==> src/rtl/mem_arbiter.sv <==
// Shared-memory arbiter between the instruction-fetch and data ports.
// Data wins contention, but a waiting fetch is forced through after STARVE_MAX data grants.
module mem_arbiter #(
    parameter int STARVE_MAX = 4
) (
    input  logic        clk,
    input  logic        rst,
    input  logic        if_req,
    input  logic [31:0] if_addr,
    input  logic        if_kill,
    output logic        if_ack,
    output logic        if_err,
    output logic [31:0] if_rdata,
    input  logic        d_req,
    input  logic        d_we,
    input  logic [31:0] d_addr,
    input  logic [31:0] d_wdata,
    input  logic [1:0]  d_size,
    output logic        d_ack,
    output logic [31:0] d_rdata,
    output logic        mem_req,
    output logic        mem_we,
    output logic [31:0] mem_addr,
    output logic [31:0] mem_wdata,
    output logic [1:0]  mem_size,
    input  logic        mem_ready,
    input  logic [31:0] mem_rdata,
    output logic        busy,
    output logic        owner
);

    localparam logic [1:0] SIZE_WORD  = 2'b10;
    localparam logic [3:0] STARVE_LIM = 4'(STARVE_MAX);

    typedef enum logic [1:0] {IDLE, GNT_I, GNT_D, RESP} state_t;
    typedef enum logic [1:0] {RSP_NONE, RSP_I, RSP_D, RSP_ERR} resp_t;

    state_t     state;
    state_t     next_state;
    resp_t      resp_kind;
    logic [3:0] starve_cnt;
    logic       kill_lat;
    logic       fetch_live;
    logic       starve_full;
    logic       grant_i;
    logic       grant_d;
    logic       reject_i;

    // A killed fetch is invisible to arbitration for that cycle.
    assign fetch_live  = if_req && !if_kill;
    assign starve_full = (starve_cnt == STARVE_LIM);

    always_comb begin
        next_state = state;
        grant_i    = 1'b0;
        grant_d    = 1'b0;
        reject_i   = 1'b0;
        case (state)
            IDLE: begin
                if (d_req && !(fetch_live && starve_full)) begin
                    grant_d    = 1'b1;
                    next_state = GNT_D;
                end else if (fetch_live) begin
                    if (if_addr[1:0] != 2'b00) begin
                        reject_i   = 1'b1;
                        next_state = RESP;
                    end else begin
                        grant_i    = 1'b1;
                        next_state = GNT_I;
                    end
                end
            end
            GNT_I, GNT_D: begin
                if (mem_ready) next_state = RESP;
            end
            RESP:    next_state = IDLE;
            default: next_state = IDLE;
        endcase
    end

    always_ff @(posedge clk or negedge rst) begin
        if (!rst) state <= IDLE;
        else      state <= next_state;
    end

    always_ff @(posedge clk or negedge rst) begin
        if (!rst) begin
            resp_kind  <= RSP_NONE;
            starve_cnt <= 4'd0;
            kill_lat   <= 1'b0;
            mem_req    <= 1'b0;
            mem_we     <= 1'b0;
            mem_addr   <= 32'd0;
            mem_wdata  <= 32'd0;
            mem_size   <= 2'b00;
            if_rdata   <= 32'd0;
            d_rdata    <= 32'd0;
            owner      <= 1'b0;
        end else begin
            case (state)
                IDLE: begin
                    if (grant_d) begin
                        mem_req   <= 1'b1;
                        mem_we    <= d_we;
                        mem_addr  <= d_addr;
                        mem_wdata <= d_wdata;
                        mem_size  <= d_size;
                        owner     <= 1'b1;
                        resp_kind <= RSP_D;
                        if (if_req && !starve_full) starve_cnt <= starve_cnt + 4'd1;
                    end else if (grant_i) begin
                        mem_req    <= 1'b1;
                        mem_we     <= 1'b0;
                        mem_addr   <= if_addr;
                        mem_wdata  <= 32'd0;
                        mem_size   <= SIZE_WORD;
                        owner      <= 1'b0;
                        resp_kind  <= RSP_I;
                        starve_cnt <= 4'd0;
                    end else if (reject_i) begin
                        resp_kind <= RSP_ERR;
                    end
                end
                GNT_I, GNT_D: begin
                    // The kill only suppresses the ack; the memory side always completes.
                    if (state == GNT_I && if_kill) kill_lat <= 1'b1;
                    if (mem_ready) begin
                        mem_req <= 1'b0;
                        mem_we  <= 1'b0;
                        if (state == GNT_I) if_rdata <= mem_rdata;
                        else                d_rdata  <= mem_rdata;
                    end
                end
                RESP:    kill_lat <= 1'b0;
                default: ;
            endcase
        end
    end

    assign busy   = (state != IDLE);
    assign if_ack = (state == RESP) && (resp_kind == RSP_I) && !kill_lat && !if_kill;
    assign if_err = (state == RESP) && (resp_kind == RSP_ERR);
    assign d_ack  = (state == RESP) && (resp_kind == RSP_D);

endmodule
==> config.mk <==
export PLATFORM = sky130hd
export DESIGN_NAME = mem_arbiter
export DESIGN_NICKNAME = d
export VERILOG_FILES = /design/src/rtl/mem_arbiter.sv
export SDC_FILE = /design/constraint.sdc
export NUM_CORES = 1
export LEC_CHECK = 0
export ABC_AREA = 0
export CAP_MARGIN = 20
export CORE_MARGIN = 5
export CORE_UTILIZATION = 37
export DETAILED_ROUTE_END_ITERATION = 10
export PLACE_DENSITY = 0.83
export SLEW_MARGIN = 40
export SYNTH_ARGS = -nofsm -noshare
export SYNTH_HDL_FRONTEND = slang
export SYNTH_SLANG_ARGS = --single-unit
==> constraint.sdc <==
create_clock -name clk -period 2 [get_ports clk]
set_input_delay 0.4 -clock clk [delete_from_list [all_inputs] [get_ports clk]]
set_output_delay 0.4 -clock clk [all_outputs]
set_load 0.01 [all_outputs]
==> impl_metrics.py, run 1 <==
metrics = {
    "run_status": {
        "status": "completed",
    },
    "yosys": {
        "seq_area_frac_synth_pct": 62.2,
        "yosysTopAreaCellShare_pct": 62.2,
        "yosys_register_bits": 142,
        "synth.most_common_cell": "dfrtp_1",
        "avgSynthCellArea_sq_um": 13.8,
        "synthMuxAreaShare_pct": 15.8,
        "synth_compound_area_share_pct": 12.5,
        "yosysTopAreaCell": "dfrtp_1",
        "synth_ff_type": "dfrtp_1",
        "synth-simple-area-share_pct": 5.36,
        "synthCells": 415,
        "synth_area_leaders": "dfrtp_1 (62%), mux2_2 (11%), a22o_1 (5.4%)",
        "synth_edf_count": 0,
        "ys_types": 44,
        "yosysWarningCount": 0,
        "syn_nets": 558,
        "synth_top_family_by_area": "multiplexers",
        "synthAdderAreaFrac_pct": 1.31,
        "synth.top_cells.by_count": "dfrtp_1 (142), mux2_2 (55), a22o_1 (35)",
        "synth-async-reset-ratio_pct": 100,
        "synthXorXnorAreaFrac_pct": 0.153,
        "syn_area_sq_um": 5720,
    },
    "die": {
        "die_y_um": 134,
        "die-area_sq_um": 18000,
        "dieWidth_um": 134,
        "rows": 45,
        "coreArea_sq_um": 15200,
        "initial_utilization_pct": 37.6,
        "ioPinCount": 274,
    },
    "pwr": {
        "p_seq_share_pct": 33.7,
        "cellLeakagePower_nw": 4.22,
        "power_mw": 15.0,
        "powerDensity_nw_per_um2": 1590,
        "p_clk_share_pct": 20.4,
        "combPwrFrac_pct": 45.9,
        "vdd_drop_max_v": 0.000790,
        "p_int_mw": 10.4,
        "sw_frac_of_total_pct": 30.9,
        "p_sw_mw": 4.63,
    },
    "placed_design": {
        "dp_slack_ns": -0.0477,
        "gp_congestion": 0.798,
        "port_buffers": 273,
        "placed_area_sq_um": 8820,
        "hpwlAfterDp_um": 12400,
        "dp_cells": 875,
    },
    "sta": {
        "finalHoldViolations": 0,
        "rsz0062_at_grt": "false",
        "slew_viol_final": 0,
        "finalCritPeriodShare_pct": 95.0,
        "final-setup-viol-count": 0,
        "min_period_ns": 1.90,
        "clock_skew_ns": 0.00434,
        "worst_pin_slew_ns": 0.406,
        "worst_slack_ns": 0.0998,
        "fmax_mhz": 526,
        "slew_headroom_pct": 73.0,
    },
    "finish": {
        "fin_cells": 911,
        "fin_nets": 854,
        "drive_gt1_share_pct": 17.0,
        "final-seq-area_sq_um": 3550,
        "fin_area_sq_um": 9470,
        "utilization_pct": 62.3,
        "n_antenna_cell": 0,
        "syn_to_final_growth_pct": 65.6,
        "multi_input_area_sq_um": 2030,
        "fill_cells": 1144,
    },
    "job": {
        "drv_cap": 0,
    },
    "clocking": {
        "cts_root_buf": "clkbuf_16",
        "cts_tree": "done",
        "cts_max_level": 4,
        "cts_sinks": 142,
        "clockBufferDepth": 2,
        "cts_made_buffers": 17,
        "insertion_delay_ns": 0.40,
        "clkTransAtPathRegs_ns": 0.06,
    },
    "detailed_routing": {
        "via_per_inst": 5.01,
        "dr.pass1.iters": 4,
        "drt-total-wl_um": 16600,
        "remaining_drc_errors": 0,
        "ant_nets": 0,
        "avgRoutedWirePerCell_um": 18.3,
        "drt-initial-drc-count": 197,
        "vias": 4561,
    },
    "global_routing": {
        "grt_pass1_wl_um": 26200,
        "track_usage_pct": 18.3,
        "grt_antenna_before_repair": 0,
        "grt_max_degree": 63,
        "grt_overflow_total": 0,
        "grt_pass1_vias": 5063,
    },
    "critical_path": {
        "crit_slowest_cell": "or3_4",
        "endpoint_kind": "register",
        "cp_common_cell": "inv_2",
        "crit_type": "register to register",
        "path_buf_inv": 3,
        "path_cells": "inv_2 -> ha_4 -> inv_2 -> or3_4 -> buf_12 -> mux2_1",
        "arrival_ns": 2.18,
        "max_stage_delay_ns": 0.43,
        "cp_max_fo": 16,
        "start_kind": "register",
        "worstPathRequired_ns": 2.28,
        "cp_top_family": "simple AND/OR/NAND/NOR gates",
    },
    "worst_hold_path": {
        "hold_path.class": "register to register",
    },
}
==> power groups by stage <==
stage / clock, mW / combinational [mW] / sequential [mW]
after detailed placement: 0 / 6.81 / 5.07
after floorplan: 0 / 2.39 / 5.59
final: 3.07 / 6.88 / 5.06
after global placement: 0 / 6.60 / 5.03
after CTS: 3.14 / 6.90 / 5.07
after global routing: 3.26 / 7.38 / 5.24
==> layout by cell type, fill, tap and decap left out, types with 2 or more instances in the layout <==
cell type	instances
o21ai_0	22
clkbuf_16	18
dlygate4sd2_1	3
inv_2	2
clkinvlp_4	2
nand3_1	4
o31ai_1	2
buf_12	6
buf_4	21
a21oi_1	6
a221o_1	13
nor2_1	6
a22o_1	35
and3_1	13
clkdlybuf4s50_1	268
o21ai_1	2
inv_1	7
clkbuf_1	5
nand2_1	25
bufinv_16	2
clkbuf_8	4
a31oi_1	2
mux2i_1	18
mux2_1	9
dfrtp_1	142
ha_1	4
mux2_2	55
==> sequential cells by signal, indices dropped and copies added, names as in the netlist <==
signal	flops
starve_cnt	4
mem_addr	32
mem_we	1
kill_lat	1
d_rdata	32
state	2
mem_req	1
owner	1
resp_kind	2
if_rdata	32
mem_size	2
mem_wdata	32
==> layer usage <==
layer	vias to the layer above	track usage [%]	part of all wire, %
li1	2115	-	-
met5	-	0	0
met1	2241	20.4	39
met4	0	7.18	1.9
met3	23	5.06	6.9
met2	182	33.0	53
==> what timing repair did <==
item                                    CTS  global route
buffers inserted                          3             0
cloned                                    0             1
endpoints found under the hold margin    37             0
endpoints found under the setup margin   14            24
hold buffers                              1             0
resized for setup                         7             4
==> cell type report <==
class	instances	area share, %
clock buffer	26	5.27
sequential	142	37.5
multi-input combinational	239	21.4
tap	188	2.49
inverter	9	0.357
clock inverter	5	0.846
timing repair buffer	302	32.1
==> metrics by stage <==
stage,hold WS (ns),setup TNS (ns)
4_1_cts,0.490,0
3_3_place_gp,0.340,-0.0451
6_report,0.494,0
2_1_floorplan,0.104,0
3_5_place_dp,0.346,-0.606
5_1_grt,0.512,0
==> worst paths after layout <==
check	depth (start not counted)	startpoint	slack (ns)	endpoint
hold reg to reg	1	d_rdata[12]$_DFFE_PN0P_	0.49	d_rdata[12]$_DFFE_PN0P_
setup / recovery	6	state[0]$_DFFE_PN0P_	0.1	d_rdata[7]$_DFFE_PN0P_
max in group asynchronous	3	rst	0.92	mem_wdata[21]$_DFFE_PN0P_
min in group asynchronous	2	rst	0.50	mem_addr[4]$_DFFE_PN0P_
hold / removal	1	d_rdata[12]$_DFFE_PN0P_	0.49	d_rdata[12]$_DFFE_PN0P_
setup reg to reg	6	state[0]$_DFFE_PN0P_	0.1	d_rdata[7]$_DFFE_PN0P_
==> cell families after synthesis <==
kind of cell             count (synthesis)
flip-flops                             142
XOR/XNOR                                 1
adder cells (fa/ha/maj)                  6
AO/OA/AOI/OAI                           93
buffers and inverters                   34
AND/OR/NAND/NOR                         57
multiplexers                            82
==> worst reg2reg max path, stage by stage (launching register included) <==
cell,delay [ns]
dfrtp_1,0.41
inv_2,0.08
ha_4,0.29
inv_2,0.07
or3_4,0.43
buf_12,0.18
mux2_1,0.33
Note: power is estimated with default switching activity, not from simulation.
==> inputs of run 2 (changes only) <==
Settings changed: CORE_ASPECT_RATIO set to 1.25, CORE_UTILIZATION 37 to 44, PLACE_DENSITY 0.83 to 0.92, SLEW_MARGIN 40 to unset.
Clock period 2 ns to 2.4 ns, I/O delays scaled along.
==> run 2 against run 1 <==
Effect of this change:
- first-iteration DRC count up 6.6%
- wire length is 5.8% higher
- sequential share of layout area up 0.46 points
- critical endpoint is now if_ack
- final cell count fell by 3.7%
- worst hold slack worse by 0.015 ns
- clock skew up 0.0038 ns
==> impl_metrics.py, run 2 (same netlist as run 1, synthesis figures left out) <==
metrics = {
    "global_routing": {
        "track_usage_pct": 23.1,
        "grt_overflow_total": 0,
        "grt_pass1_vias": 5220,
        "grt_pass1_wl_um": 27700,
        "grt_max_degree": 66,
        "grt_antenna_before_repair": 1,
    },
    "sta": {
        "slew_viol_final": 0,
        "fmax_mhz": 437,
        "timing.setup.tns_ns": 0,
        "final-setup-viol-count": 0,
        "min_period_ns": 2.29,
        "rsz0062_at_grt": "false",
        "worst_pin_slew_ns": 0.357,
        "clock_skew_ns": 0.00811,
        "finalHoldViolations": 0,
        "slew_headroom_pct": 76.1,
        "fin_hold_ws_ns": 0.479,
        "finalCritPeriodShare_pct": 95.3,
    },
    "finish": {
        "fin_nets": 839,
        "fin_cells": 877,
        "fin_area_sq_um": 9350,
        "layout_common_cells": "clkdlybuf4s50_1 (271), dfrtp_1 (142), mux2_2 (55)",
        "layout_commonest_cell": "clkdlybuf4s50_1",
        "syn_to_final_growth_pct": 63.6,
        "drive_gt1_share_pct": 15.7,
        "n_antenna_cell": 0,
        "fill_cells": 834,
    },
    "critical_path": {
        "endpoint_kind": "output pin",
        "cp_max_fo": 4,
        "crit_type": "register to output pin",
        "arrival_ns": 1.81,
        "start_kind": "register",
        "worstPathRequired_ns": 1.92,
    },
    "clocking": {
        "cts_tree": "done",
        "cts_sinks": 142,
        "insertion_delay_ns": 0.41,
        "clkTransAtPathRegs_ns": 0.06,
        "cts_made_buffers": 17,
        "cts_max_level": 4,
        "post-cts-setup-buffers": 0,
        "cts_root_buf": "clkbuf_16",
        "clockBufferDepth": 2,
    },
    "die": {
        "rows": 46,
        "coreArea_sq_um": 12700,
        "ioPinCount": 274,
        "dieWidth_um": 112,
        "die-area_sq_um": 15400,
        "initial_utilization_pct": 44.9,
        "die_y_um": 137,
    },
    "placed_design": {
        "gp_congestion": 0.844,
        "hpwlAfterDp_um": 12800,
        "placed_area_sq_um": 8720,
        "dp_cells": 844,
        "port_buffers": 273,
    },
    "pwr": {
        "powerDensity_nw_per_um2": 1350,
        "vdd_drop_max_v": 0.000628,
        "cellLeakagePower_nw": 4.16,
    },
    "detailed_routing": {
        "vias": 4624,
        "dr.pass1.iters": 4,
        "drt-initial-drc-count": 210,
        "remaining_drc_errors": 0,
        "drt-total-wl_um": 17600,
        "via_per_inst": 5.27,
        "ant_nets": 0,
        "avgRoutedWirePerCell_um": 20.1,
    },
    "worst_hold_path": {
        "hold_path.class": "input port to async pin",
    },
    "job": {
        "drv_cap": 0,
    },
    "run_status": {
        "status": "completed",
    },
}
run 2: worst max-delay path, cell delays in order, from the launching register on:
cell and delay [ns]:
dfrtp_1 0.40, ha_2 0.23, nand4bb_1 0.12, nor2_1 0.11
clkdlybuf4s50_1 0.54
run 2: layout make-up:
cell class	instances	area, sq um	share of cell area (%)
sequential	142	3550	38.0
clock inverter	15	185	1.98
timing repair buffer	287	2930	31.4
multi-input combinational	239	2010	21.5
tap	168	210	2.25
inverter	9	33.8	0.361
clock buffer	17	425	4.55
run 2: power breakdown:
group | switching (mW) | internal (mW)
combinational | 2.32 | 3.35
clock | 1.04 | 1.65
sequential | 0.687 | 3.56
total | 4.05 | 8.56
run 2: worst paths after layout:
kind	from	endpoint	slack, ns	depth (start not counted)
min in group clk	d_rdata[15]$_DFFE_PN0P_	d_rdata[15]$_DFFE_PN0P_	0.49	1
max	state[0]$_DFFE_PN0P_	if_ack	0.11	4
max in group asynchronous	rst	d_rdata[18]$_DFFE_PN0P_	1.34	3
min	rst	mem_wdata[5]$_DFFE_PN0P_	0.48	2
min reg2reg	d_rdata[15]$_DFFE_PN0P_	d_rdata[15]$_DFFE_PN0P_	0.49	1
max reg2reg	state[0]$_DFFE_PN0P_	mem_addr[12]$_DFFE_PN0P_	0.27	7
run 2: metal layers:
layer	global-route usage (%)	vias to the layer above	part of all wire (%)
met5	0	-	0.074
met4	11.5	2	4.1
met3	6.68	52	6.5
met2	41.1	196	54
met1	25.2	2286	35
li1	-	2088	-
run 2: per-stage QoR:
stage | setup WS (ns) | util [%] | power, mW
global route | 0.0155 | 73.5 | 13.3
detailed placement | 0.0948 | 68.6 | 9.91
finish | 0.113 | 73.5 | 12.6
floorplan | 0.491 | - | 6.65
global placement | 0.164 | 68.6 | 9.65
CTS | 0.0464 | 73.5 | 12.7
run 2: what timing repair did:
item / CTS / global route
setup endpoints to repair: 1 / 2
gates resized for setup: 1 / 2
hold endpoints to repair: 14 / 0
hold buffers: 1 / 0
